## config.mk

```make
export PLATFORM = sky130hd
export DESIGN_NAME = acc_cpu_core_flat
export DESIGN_NICKNAME = d
export VERILOG_FILES = /design/src/rtl/acc_cpu_pkg.sv /design/src/rtl/acc_cpu_if.sv /design/src/rtl/acc_cpu_alu.sv /design/src/rtl/acc_cpu_core.sv /design/src/flat_wrapper.sv
export SDC_FILE = /design/constraint.sdc
export NUM_CORES = 1
export LEC_CHECK = 0
export ABC_AREA = 1
export ABC_CLOCK_PERIOD_IN_PS = 5300
export CAP_MARGIN = 20
export CORE_MARGIN = 2
export CORE_UTILIZATION = 40
export CTS_BUF_LIST = sky130_fd_sc_hd__clkbuf_16
export CTS_CLUSTER_SIZE = 8
export DETAILED_ROUTE_END_ITERATION = 8
export DONT_BUFFER_PORTS = 1
export PLACE_DENSITY = 0.65
export SLEW_MARGIN = 20
export SYNTH_ARGS = -nofsm -noshare
export SYNTH_HDL_FRONTEND = slang
export SYNTH_SLANG_ARGS = --single-unit
```

## constraint.sdc

```tcl
create_clock -name clk -period 5.3 [get_ports clk]
set_input_delay 0.265 -clock clk [delete_from_list [all_inputs] [get_ports clk]]
set_output_delay 0.265 -clock clk [all_outputs]
set_load 0.01 [all_outputs]
```

## src/rtl/acc_cpu_pkg.sv

```systemverilog
// acc_cpu_pkg
// Shared definitions for the accumulator CPU core: default widths,
// opcode encodings and the controller state type.
// Optional feature macro: ACC_CPU_ROTATE_EN enables the rotate-through-carry
// opcodes (C = ROL, D = ROR); without it those encodings are illegal.
package acc_cpu_pkg;

  localparam int ACC_DATA_W_DEF = 8;
  localparam int ACC_ADDR_W_DEF = 4;

  localparam logic [3:0] OP_ADD   = 4'h0;
  localparam logic [3:0] OP_SUB   = 4'h1;
  localparam logic [3:0] OP_STORE = 4'h2;
  localparam logic [3:0] OP_LOAD  = 4'h3;
  localparam logic [3:0] OP_LOADI = 4'h4;
  localparam logic [3:0] OP_AND   = 4'h5;
  localparam logic [3:0] OP_OR    = 4'h6;
  localparam logic [3:0] OP_XOR   = 4'h7;
  localparam logic [3:0] OP_NOT   = 4'h8;
  localparam logic [3:0] OP_SHL   = 4'h9;
  localparam logic [3:0] OP_SHR   = 4'hA;
  localparam logic [3:0] OP_ADDM  = 4'hB;
  localparam logic [3:0] OP_ROL   = 4'hC;
  localparam logic [3:0] OP_ROR   = 4'hD;

  // Controller state; plain vector with named constants so the encoding
  // stays visible in waveforms and netlists.
  typedef logic [1:0] state_t;
  localparam state_t ST_IDLE = 2'd0;
  localparam state_t ST_EXEC = 2'd1;
  localparam state_t ST_DONE = 2'd2;

endpackage

```

## src/rtl/acc_cpu_if.sv

```systemverilog
// acc_cpu_if
// Instruction handshake and architectural status bundle of the core.
//   instr_valid/instr_ready : instruction handshake
//   instr_op/operand/addr   : opcode, immediate, scratch-memory address
//   acc_out, flag_c, flag_z : accumulator and flags (registered)
//   done, err               : completion pulse, illegal-opcode indication
// Modports: master = instruction producer, slave = the core.
interface acc_cpu_if
  import acc_cpu_pkg::*;
#(
  parameter int DATA_W = ACC_DATA_W_DEF,
  parameter int ADDR_W = ACC_ADDR_W_DEF
);

  logic              instr_valid;
  logic              instr_ready;
  logic [3:0]        instr_op;
  logic [DATA_W-1:0] instr_operand;
  logic [ADDR_W-1:0] instr_addr;
  logic [DATA_W-1:0] acc_out;
  logic              flag_c;
  logic              flag_z;
  logic              done;
  logic              err;

  modport master (
    output instr_valid, instr_op, instr_operand, instr_addr,
    input  instr_ready, acc_out, flag_c, flag_z, done, err
  );

  modport slave (
    input  instr_valid, instr_op, instr_operand, instr_addr,
    output instr_ready, acc_out, flag_c, flag_z, done, err
  );

endinterface

```

## src/rtl/acc_cpu_alu.sv

```systemverilog
// acc_cpu_alu
// Purely combinational datapath: computes the next accumulator value and
// carry for one instruction, and flags undefined opcodes.
//   op_i      : opcode
//   acc_i     : current accumulator
//   operand_i : immediate operand
//   mem_i     : scratch-memory word at the instruction address
//   carry_i   : current carry flag
//   result_o  : new accumulator value (acc_i for non-writing ops)
//   carry_o   : new carry flag (carry_i where carry is preserved)
//   illegal_o : opcode undefined in this build
// Optional feature macro: ACC_CPU_ROTATE_EN (opcodes C/D rotate through carry).
module acc_cpu_alu
  import acc_cpu_pkg::*;
#(
  parameter int DATA_W = ACC_DATA_W_DEF
) (
  input  logic [3:0]        op_i,
  input  logic [DATA_W-1:0] acc_i,
  input  logic [DATA_W-1:0] operand_i,
  input  logic [DATA_W-1:0] mem_i,
  input  logic              carry_i,
  output logic [DATA_W-1:0] result_o,
  output logic              carry_o,
  output logic              illegal_o
);

  // One extra bit holds carry-out for additions and borrow for subtraction.
  logic [DATA_W:0] ext;

  always_comb begin
    ext       = '0;
    result_o  = acc_i;
    carry_o   = carry_i;
    illegal_o = 1'b0;
    case (op_i)
      OP_ADD: begin
        ext      = {1'b0, acc_i} + {1'b0, operand_i};
        result_o = ext[DATA_W-1:0];
        carry_o  = ext[DATA_W];
      end
      OP_SUB: begin
        ext      = {1'b0, acc_i} - {1'b0, operand_i};
        result_o = ext[DATA_W-1:0];
        carry_o  = ext[DATA_W];
      end
      OP_STORE: result_o = acc_i;
      OP_LOAD:  result_o = mem_i;
      OP_LOADI: result_o = operand_i;
      OP_AND:   result_o = acc_i & operand_i;
      OP_OR:    result_o = acc_i | operand_i;
      OP_XOR:   result_o = acc_i ^ operand_i;
      OP_NOT:   result_o = ~acc_i;
      OP_SHL: begin
        result_o = {acc_i[DATA_W-2:0], 1'b0};
        carry_o  = acc_i[DATA_W-1];
      end
      OP_SHR: begin
        result_o = {1'b0, acc_i[DATA_W-1:1]};
        carry_o  = acc_i[0];
      end
      OP_ADDM: begin
        ext      = {1'b0, acc_i} + {1'b0, mem_i};
        result_o = ext[DATA_W-1:0];
        carry_o  = ext[DATA_W];
      end
`ifdef ACC_CPU_ROTATE_EN
      // Rotates treat {carry, acc} as one DATA_W+1 bit ring.
      OP_ROL: begin
        result_o = {acc_i[DATA_W-2:0], carry_i};
        carry_o  = acc_i[DATA_W-1];
      end
      OP_ROR: begin
        result_o = {carry_i, acc_i[DATA_W-1:1]};
        carry_o  = acc_i[0];
      end
`endif
      default: illegal_o = 1'b1;
    endcase
  end

endmodule

```

## src/rtl/acc_cpu_core.sv

```systemverilog
// acc_cpu_core
// Single-accumulator CPU core with a small scratch memory. One instruction
// is accepted in IDLE, executed in EXEC (all state commits on that edge)
// and reported with a one-cycle done pulse in DONE.
//   clk, rst : clock, asynchronous active-high reset
//   bus      : acc_cpu_if.slave (instruction handshake + status outputs)
// Optional feature macro: ACC_CPU_ROTATE_EN (handled inside acc_cpu_alu).
module acc_cpu_core
  import acc_cpu_pkg::*;
#(
  parameter int DATA_W = ACC_DATA_W_DEF,
  parameter int ADDR_W = ACC_ADDR_W_DEF
) (
  input  logic      clk,
  input  logic      rst,
  acc_cpu_if.slave  bus
);

  localparam int DEPTH = 1 << ADDR_W;

  state_t            state_q, state_d;
  logic [3:0]        op_q;
  logic [DATA_W-1:0] operand_q;
  logic [ADDR_W-1:0] addr_q;
  logic [DATA_W-1:0] acc_q;
  logic              c_q, z_q, err_q;
  logic [DATA_W-1:0] mem_q [DEPTH];

  logic [DATA_W-1:0] alu_result;
  logic              alu_carry, alu_illegal;

  acc_cpu_alu #(.DATA_W(DATA_W)) u_alu (
    .op_i      (op_q),
    .acc_i     (acc_q),
    .operand_i (operand_q),
    .mem_i     (mem_q[addr_q]),
    .carry_i   (c_q),
    .result_o  (alu_result),
    .carry_o   (alu_carry),
    .illegal_o (alu_illegal)
  );

  // Fixed three-state sequence; only the IDLE exit waits on the producer.
  always_comb begin
    state_d = state_q;
    case (state_q)
      ST_IDLE: if (bus.instr_valid) state_d = ST_EXEC;
      ST_EXEC: state_d = ST_DONE;
      ST_DONE: state_d = ST_IDLE;
      default: state_d = ST_IDLE;
    endcase
  end

  always_ff @(posedge clk or posedge rst) begin
    if (rst) state_q <= ST_IDLE;
    else     state_q <= state_d;
  end

  // Latch the instruction on acceptance so the producer may change it later.
  always_ff @(posedge clk or posedge rst) begin
    if (rst) begin
      op_q      <= '0;
      operand_q <= '0;
      addr_q    <= '0;
    end else if (state_q == ST_IDLE && bus.instr_valid) begin
      op_q      <= bus.instr_op;
      operand_q <= bus.instr_operand;
      addr_q    <= bus.instr_addr;
    end
  end

  // Illegal opcodes leave acc and flags untouched; STORE keeps acc and Z
  // while the ALU hands back the old carry.
  always_ff @(posedge clk or posedge rst) begin
    if (rst) begin
      acc_q <= '0;
      c_q   <= 1'b0;
      z_q   <= 1'b1;
      err_q <= 1'b0;
    end else if (state_q == ST_EXEC) begin
      err_q <= alu_illegal;
      if (!alu_illegal) begin
        c_q <= alu_carry;
        if (op_q != OP_STORE) begin
          acc_q <= alu_result;
          z_q   <= (alu_result == '0);
        end
      end
    end
  end

  always_ff @(posedge clk or posedge rst) begin
    if (rst) begin
      for (int i = 0; i < DEPTH; i++) mem_q[i] <= '0;
    end else if (state_q == ST_EXEC && op_q == OP_STORE) begin
      mem_q[addr_q] <= acc_q;
    end
  end

  assign bus.instr_ready = (state_q == ST_IDLE);
  assign bus.done        = (state_q == ST_DONE);
  assign bus.err         = err_q & (state_q == ST_DONE);
  assign bus.acc_out     = acc_q;
  assign bus.flag_c      = c_q;
  assign bus.flag_z      = z_q;

endmodule

```

## src/flat_wrapper.sv

```systemverilog
// flat-port wrapper written by rule: the top's interface ports become plain ports
module acc_cpu_core_flat import acc_cpu_pkg::*;
#(
  parameter int DATA_W = ACC_DATA_W_DEF,
  parameter int ADDR_W = ACC_ADDR_W_DEF
)
  (clk, rst, bus_instr_valid, bus_instr_op, bus_instr_operand, bus_instr_addr, bus_instr_ready, bus_acc_out, bus_flag_c, bus_flag_z, bus_done, bus_err);
  acc_cpu_if #(.DATA_W(DATA_W), .ADDR_W(ADDR_W)) bus_i ();
  input  logic clk;
  input  logic rst;
  input wire logic [$bits(bus_i.instr_valid)-1:0] bus_instr_valid;
  input wire logic [$bits(bus_i.instr_op)-1:0] bus_instr_op;
  input wire logic [$bits(bus_i.instr_operand)-1:0] bus_instr_operand;
  input wire logic [$bits(bus_i.instr_addr)-1:0] bus_instr_addr;
  output wire logic [$bits(bus_i.instr_ready)-1:0] bus_instr_ready;
  output wire logic [$bits(bus_i.acc_out)-1:0] bus_acc_out;
  output wire logic [$bits(bus_i.flag_c)-1:0] bus_flag_c;
  output wire logic [$bits(bus_i.flag_z)-1:0] bus_flag_z;
  output wire logic [$bits(bus_i.done)-1:0] bus_done;
  output wire logic [$bits(bus_i.err)-1:0] bus_err;
  assign bus_i.instr_valid = bus_instr_valid;
  assign bus_i.instr_op = bus_instr_op;
  assign bus_i.instr_operand = bus_instr_operand;
  assign bus_i.instr_addr = bus_instr_addr;
  assign bus_instr_ready = bus_i.instr_ready;
  assign bus_acc_out = bus_i.acc_out;
  assign bus_flag_c = bus_i.flag_c;
  assign bus_flag_z = bus_i.flag_z;
  assign bus_done = bus_i.done;
  assign bus_err = bus_i.err;
  acc_cpu_core #(.DATA_W(DATA_W), .ADDR_W(ADDR_W)) u_core (.clk(clk), .rst(rst), .bus(bus_i));
endmodule
```

### Word level (Yosys, flattened, before mapping)

Index checks and enable logic that the tools add are counted.

* $add $sub $neg: 3
* order comparisons: 2
* eq/ne operators: 15
* multiplexer cells: 11
* bitwise gates (word level): 6
* reductions and logical operators: 10

Operator list (number)
* $bwmux 128: 1
* $pmux 8 s11: 1
* $bmux 8 s4: 1
* $demux 8 s4: 1
* $mux 8: 3
* $add 8x8->9: 2
* $eq 4x3->1 const B: 4
* $eq 4x4->1 const B: 4
* $reduce_or 12->1: 1
* $sub 8x8->9: 1
* $and 8x8->8: 1
* $eq 4x2->1 const B: 2
* $logic_not 8->1: 1
* $not 8->8: 1
* $or 8x8->8: 1
* $xor 8x8->8: 1
* $reduce_and 3->1: 2
* $ge 5x5->1 const B: 1
* $lt 5x1->1 const B: 1
* $not 4->5: 1
* $pmux 1 s5: 1
* $reduce_bool 5->1: 1
* $eq 4x1->1 const B: 1
* $logic_not 4->1: 1
* other kinds (10): 12

* bits in registers: 157
* input port bits: 19
* output and inout port bits: 13

### Longest topological paths before layout

* depth in word-level cells: 7
* depth in mapped cells: 26

### Hierarchy

From an unflattened synthesis, not the netlist that was laid out.

* cells, all modules: 1370
* area total of the unflattened synthesis: 9599.2 sq um

Modules (own cells, without submodules)
* acc_cpu_core: times used 1, cells each 968, area each 7495.9 sq um, seq. area each 3930.0 sq um
* acc_cpu_alu: times used 1, cells each 402, area each 2103.3 sq um, seq. area each 0.0 sq um

### Least setup slack after synthesis

Ideal clock, no wire load.

* path type: reg-to-reg
* start: register u_core.addr_q[0]
* end: register u_core.z_q (netlist: u_core.bus.flag_z)
* arrival: 2657 ps
* required time: 5240 ps
* slack: 2583 ps
* stages on the path, launching flop included: 21
* buffers on the path: 2
* cell sequence: dfrtp_1 buf_6 buf_2 nand2_1 a21oi_1 o21ai_0 nand2_1 nor2_1 inv_1 ha_1 fa_1 or2_2 nand3_1 o211ai_1 nor2_1 nand2_1 nand2_1 nand3_1 nor2_1 nand3_1 nand2_1

* cells in the longest elaborated chain, start to end: 7

Ends and longest elaborated chain
* from (decl): RTL line acc_cpu_core.sv:24 `logic [ADDR_W-1:0] addr_q;`
* from (signal assigned): RTL line acc_cpu_core.sv:68 `addr_q <= bus.instr_addr;`
* $not 4->5 (not written as such) *: RTL line acc_cpu_core.sv:36 `.mem_i (mem_q[addr_q]),`
* $bmux 8 s4 *: RTL line acc_cpu_core.sv:36
* $mux 8 (not written as such) * (2 in a row): RTL line acc_cpu_core.sv:36
* $add 8x8->9: RTL line acc_cpu_alu.sv:63 `ext = {1'b0, acc_i} + {1'b0, mem_i};`
* $pmux 8 s11 *: RTL line acc_cpu_alu.sv:36 `case (op_i)`
* $logic_not 8->1 *: RTL line acc_cpu_core.sv:86 `z_q <= (alu_result == '0);`
* to (signal assigned): RTL line acc_cpu_core.sv:86
* to (decl): RTL line acc_cpu_core.sv:26 `logic c_q, z_q, err_q;`

Mark *: on every way between the ends. The rest lies on a longest branch, timed or not. The select of a mux whose other input is x is not followed.
A chain may end at the register's enable or synchronous reset.

### Worst setup path in the final report

* start: register u_core.addr_q[1]
* end: register u_core.z_q (netlist: u_core.bus.flag_z)

Same word-level chain as after synthesis.

==> results.toml <==
[outcome]
outcome = "complete, no violations"

[layout]
syn_to_final_growth_pct = 8.99
register_area_sq_um = 3930
drive_above_1_share = 0.0567
nets = 1293
multi_input_area_sq_um = 4500
num_antenna_cells = 0
fillers = 2256

[sta]
worst_slew_pin_slew_ps = 1140
rsz0062_at_grt = "false"
finalSetupTns_ps = 0
clock.fmax_mhz = 287
worst_slack_ps = 1820
hold_viol = 0
fin_crit_sh = 0.657
finalSetupViolations = 0
holdWs_ps = 8.78
skew_ps = 11.6
relSlewSlack = 0.240
drv_slew = 0
fin_crit_ps = 3480

[placement]
pre_cts_ws_ps = 1860
gp_congestion = 0.929
dpl.hpwl_mm = 17.5
port_buffers = 0

[detailed_routing]
wl_per_cell_um = 16.7
ant_nets = 0
vias = 8069
drt-initial-drc-count = 797
viasPerCell = 5.27
drt_first_pass_iters = 5
drc_errors = 0
wirelength_mm = 25.6

[global_routing]
grt_pass1_wl_mm = 41.7
grt_pass1_vias = 7522
grt_max_degree = 103
grtUsageTotal = 0.223
use_met3 = 0.0420
use_met1 = 0.325
antenna_found_initial = 0
grt-ovfl-total = 0
grt_most_used_layer = "met2"
use_met2 = 0.336

[floorplan]
initial_core_util = 0.410
num_io_pins = 32
rows = 54
die_h_um = 154
die_x_um = 154
die-area_sq_um = 23800
coreArea_sq_um = 22000

[clocking]
clk_path_buf_depth = 2
clkLatencyLatePin_ps = 440
cts_hold_buffers = 15
root_buffer = "clkbuf_16"
cts_resized = 0
clk_pin_slew_worst_paths_ps = 60
cts_sinks = 157
htreeDepth = 4
numCtsBuffers = 17
cts_tree = "yes"
post_cts_buffers = 0

[power_and_ir_drop]
seqPwrFrac = 0.366
power.internal_mw = 2.44
irDropWorstVdd_mv = 0.215
p_sw_mw = 1.85
p_leak_nw = 4.87
powerDensity_nw_per_um2 = 435
combPwrFrac = 0.353
swShare = 0.431
clkPwrFrac = 0.281

[hold_path]
worstHoldStart = "bus_instr_addr[1]"
min_path_cells = 2
hold_class = "in2reg"
hold_end = "u_core.addr_q[1]"

[logic_synthesis]
ys_types = 36
syn_inst = 1256
yosysTopAreaCell = "dfrtp_1"
synth_seq_cells = 157
synth-edff-count = 0
syn_nets = 1310
synth_flop_cell = "dfrtp_1"
synth_top_area_frac = 0.432
synth.yosys.seq_area_share = 0.435
syn_avg_cell_area_sq_um = 7.19
syn_area_sq_um = 9030
yosysMostFrequentCell = "nand2_1"
synth.area.top_cells = "dfrtp_1 (43%), nand2_1 (23%), o21ai_1 (5.6%), ha_1 (4.4%), o21ai_0 (4.3%)"
synth_common_cells = "nand2_1 (543), dfrtp_1 (156), o21ai_1 (101)"
ys_warn_count = 0
synthArstFlopShare = 1.00

[setup_path]
rr_worst_depth = 20
critPathBufInv = 2
worst_path_largest_cell_delay_ps = 470
cp.required_ps = 5680
reg2reg_slack_ps = 1820
r2r-end = "u_core.bus.flag_z"
crit_path_end_kind = "flip-flop"
crit_top_cell = "nand2_1"
worstPathArrival_ps = 3860
worst_setup_path_start_kind = "flip-flop"
cp_slowest_cell = "inv_2"
path_cells = "inv_2 -> nor2_4 -> nand2_1 -> nand2_1 -> o21ai_0 -> nand2_1 -> nor2_1 -> inv_1 -> ha_1 -> fa_1 -> or2_2 -> nand3_1 -> o211ai_1 -> nor2_1 -> nand2_1 -> nand2_1 -> nand3_1 -> nor2_1 -> nand3_1 -> nand2_1"
r2r-start = "u_core.addr_q[1]"
crit_fanout = 34
crit_family = "simple AND/OR/NAND/NOR gates"
path_class = "reg2reg"

[job]
max_cap_viol_count = 0
[per-stage QoR]
stage | total power [mW] | instance area [sq um] | utilization | cells
after detailed placement | 3.07 | 9130 | 0.415 | 1485
final | 4.28 | 9850 | 0.447 | 1532
after global placement | 3.06 | 9130 | 0.415 | 1485
after global routing | 4.56 | 9850 | 0.447 | 1532
after CTS | 4.28 | 9850 | 0.447 | 1532
after floorplan | 2.63 | 9030 | - | 1256
[cells in the final DEF, fill, tap and decap left out, types with 4 or more instances in the layout]
cell type,count
a21oi_1,15
buf_4,6
clkbuf_16,17
clkinv_1,5
dfrtp_1,155
dlygate4sd3_1,15
ha_1,32
inv_1,71
inv_2,4
inv_6,6
nand2_1,543
nand2_2,16
nand3_1,63
nand4_1,23
nor2_1,56
nor2_2,4
o21ai_0,77
o21ai_1,101
o22ai_1,6
[cell families after synthesis]
family	count (synthesis)	share of synthesized area
AND/OR/NAND/NOR	721	0.330
AO/OA/AOI/OAI	206	0.117
flip-flops	157	0.435
buffers and inverters	136	0.0665
adder cells (fa/ha/maj)	35	0.0510
XOR/XNOR	1	0.000970
[power groups by stage]
stage	combinational (mW)	clock (mW)	sequential, mW
6_report	1.51	1.20	1.57
5_1_grt	1.70	1.26	1.59
4_1_cts	1.50	1.21	1.57
3_5_place_dp	1.48	0	1.59
3_3_place_gp	1.47	0	1.59
2_1_floorplan	1.13	0	1.50
[area by class of cell]
class	count	share of cell area
inverter	79	0.0309
tap	280	0.0356
timing repair buffer	21	0.0198
sequential	157	0.399
clock buffer	17	0.0432
multi-input combinational	963	0.457
clock inverter	15	0.0139
[metal layers]
layer  vias to the layer above  wire (um)
li1                       3998          -
met1                      3753      12100
met2                       269      11100
met3                        49       1800
met4                         0        599
met5                         -          0
[flip-flops by register name, summed over array words and instances (netlist names)]
signal,flops
u_core.addr_q,4
u_core.mem_q,128
u_core.operand_q,8
u_core.bus.flag_z,1
u_core.bus.acc_out,8
u_core.err_q,1
u_core.bus.flag_c,1
u_core.op_q,4
u_core.state_q,2
[how the worst max path moves through the flow]
stage	from	end	slack, ps	cells after the start
after floorplan	rst	u_core.addr_q[0]	800	1
after global placement	u_core.bus.acc_out[6]	u_core.bus.acc_out[7]	1920	11
after detailed placement	u_core.addr_q[1]	u_core.bus.flag_z	1860	20
after CTS	u_core.addr_q[1]	u_core.bus.flag_z	1830	20
after global routing	u_core.addr_q[1]	u_core.bus.flag_z	1390	20
final	u_core.addr_q[1]	u_core.bus.flag_z	1820	20
No activity file was read; power rests on OpenSTA's default activity.
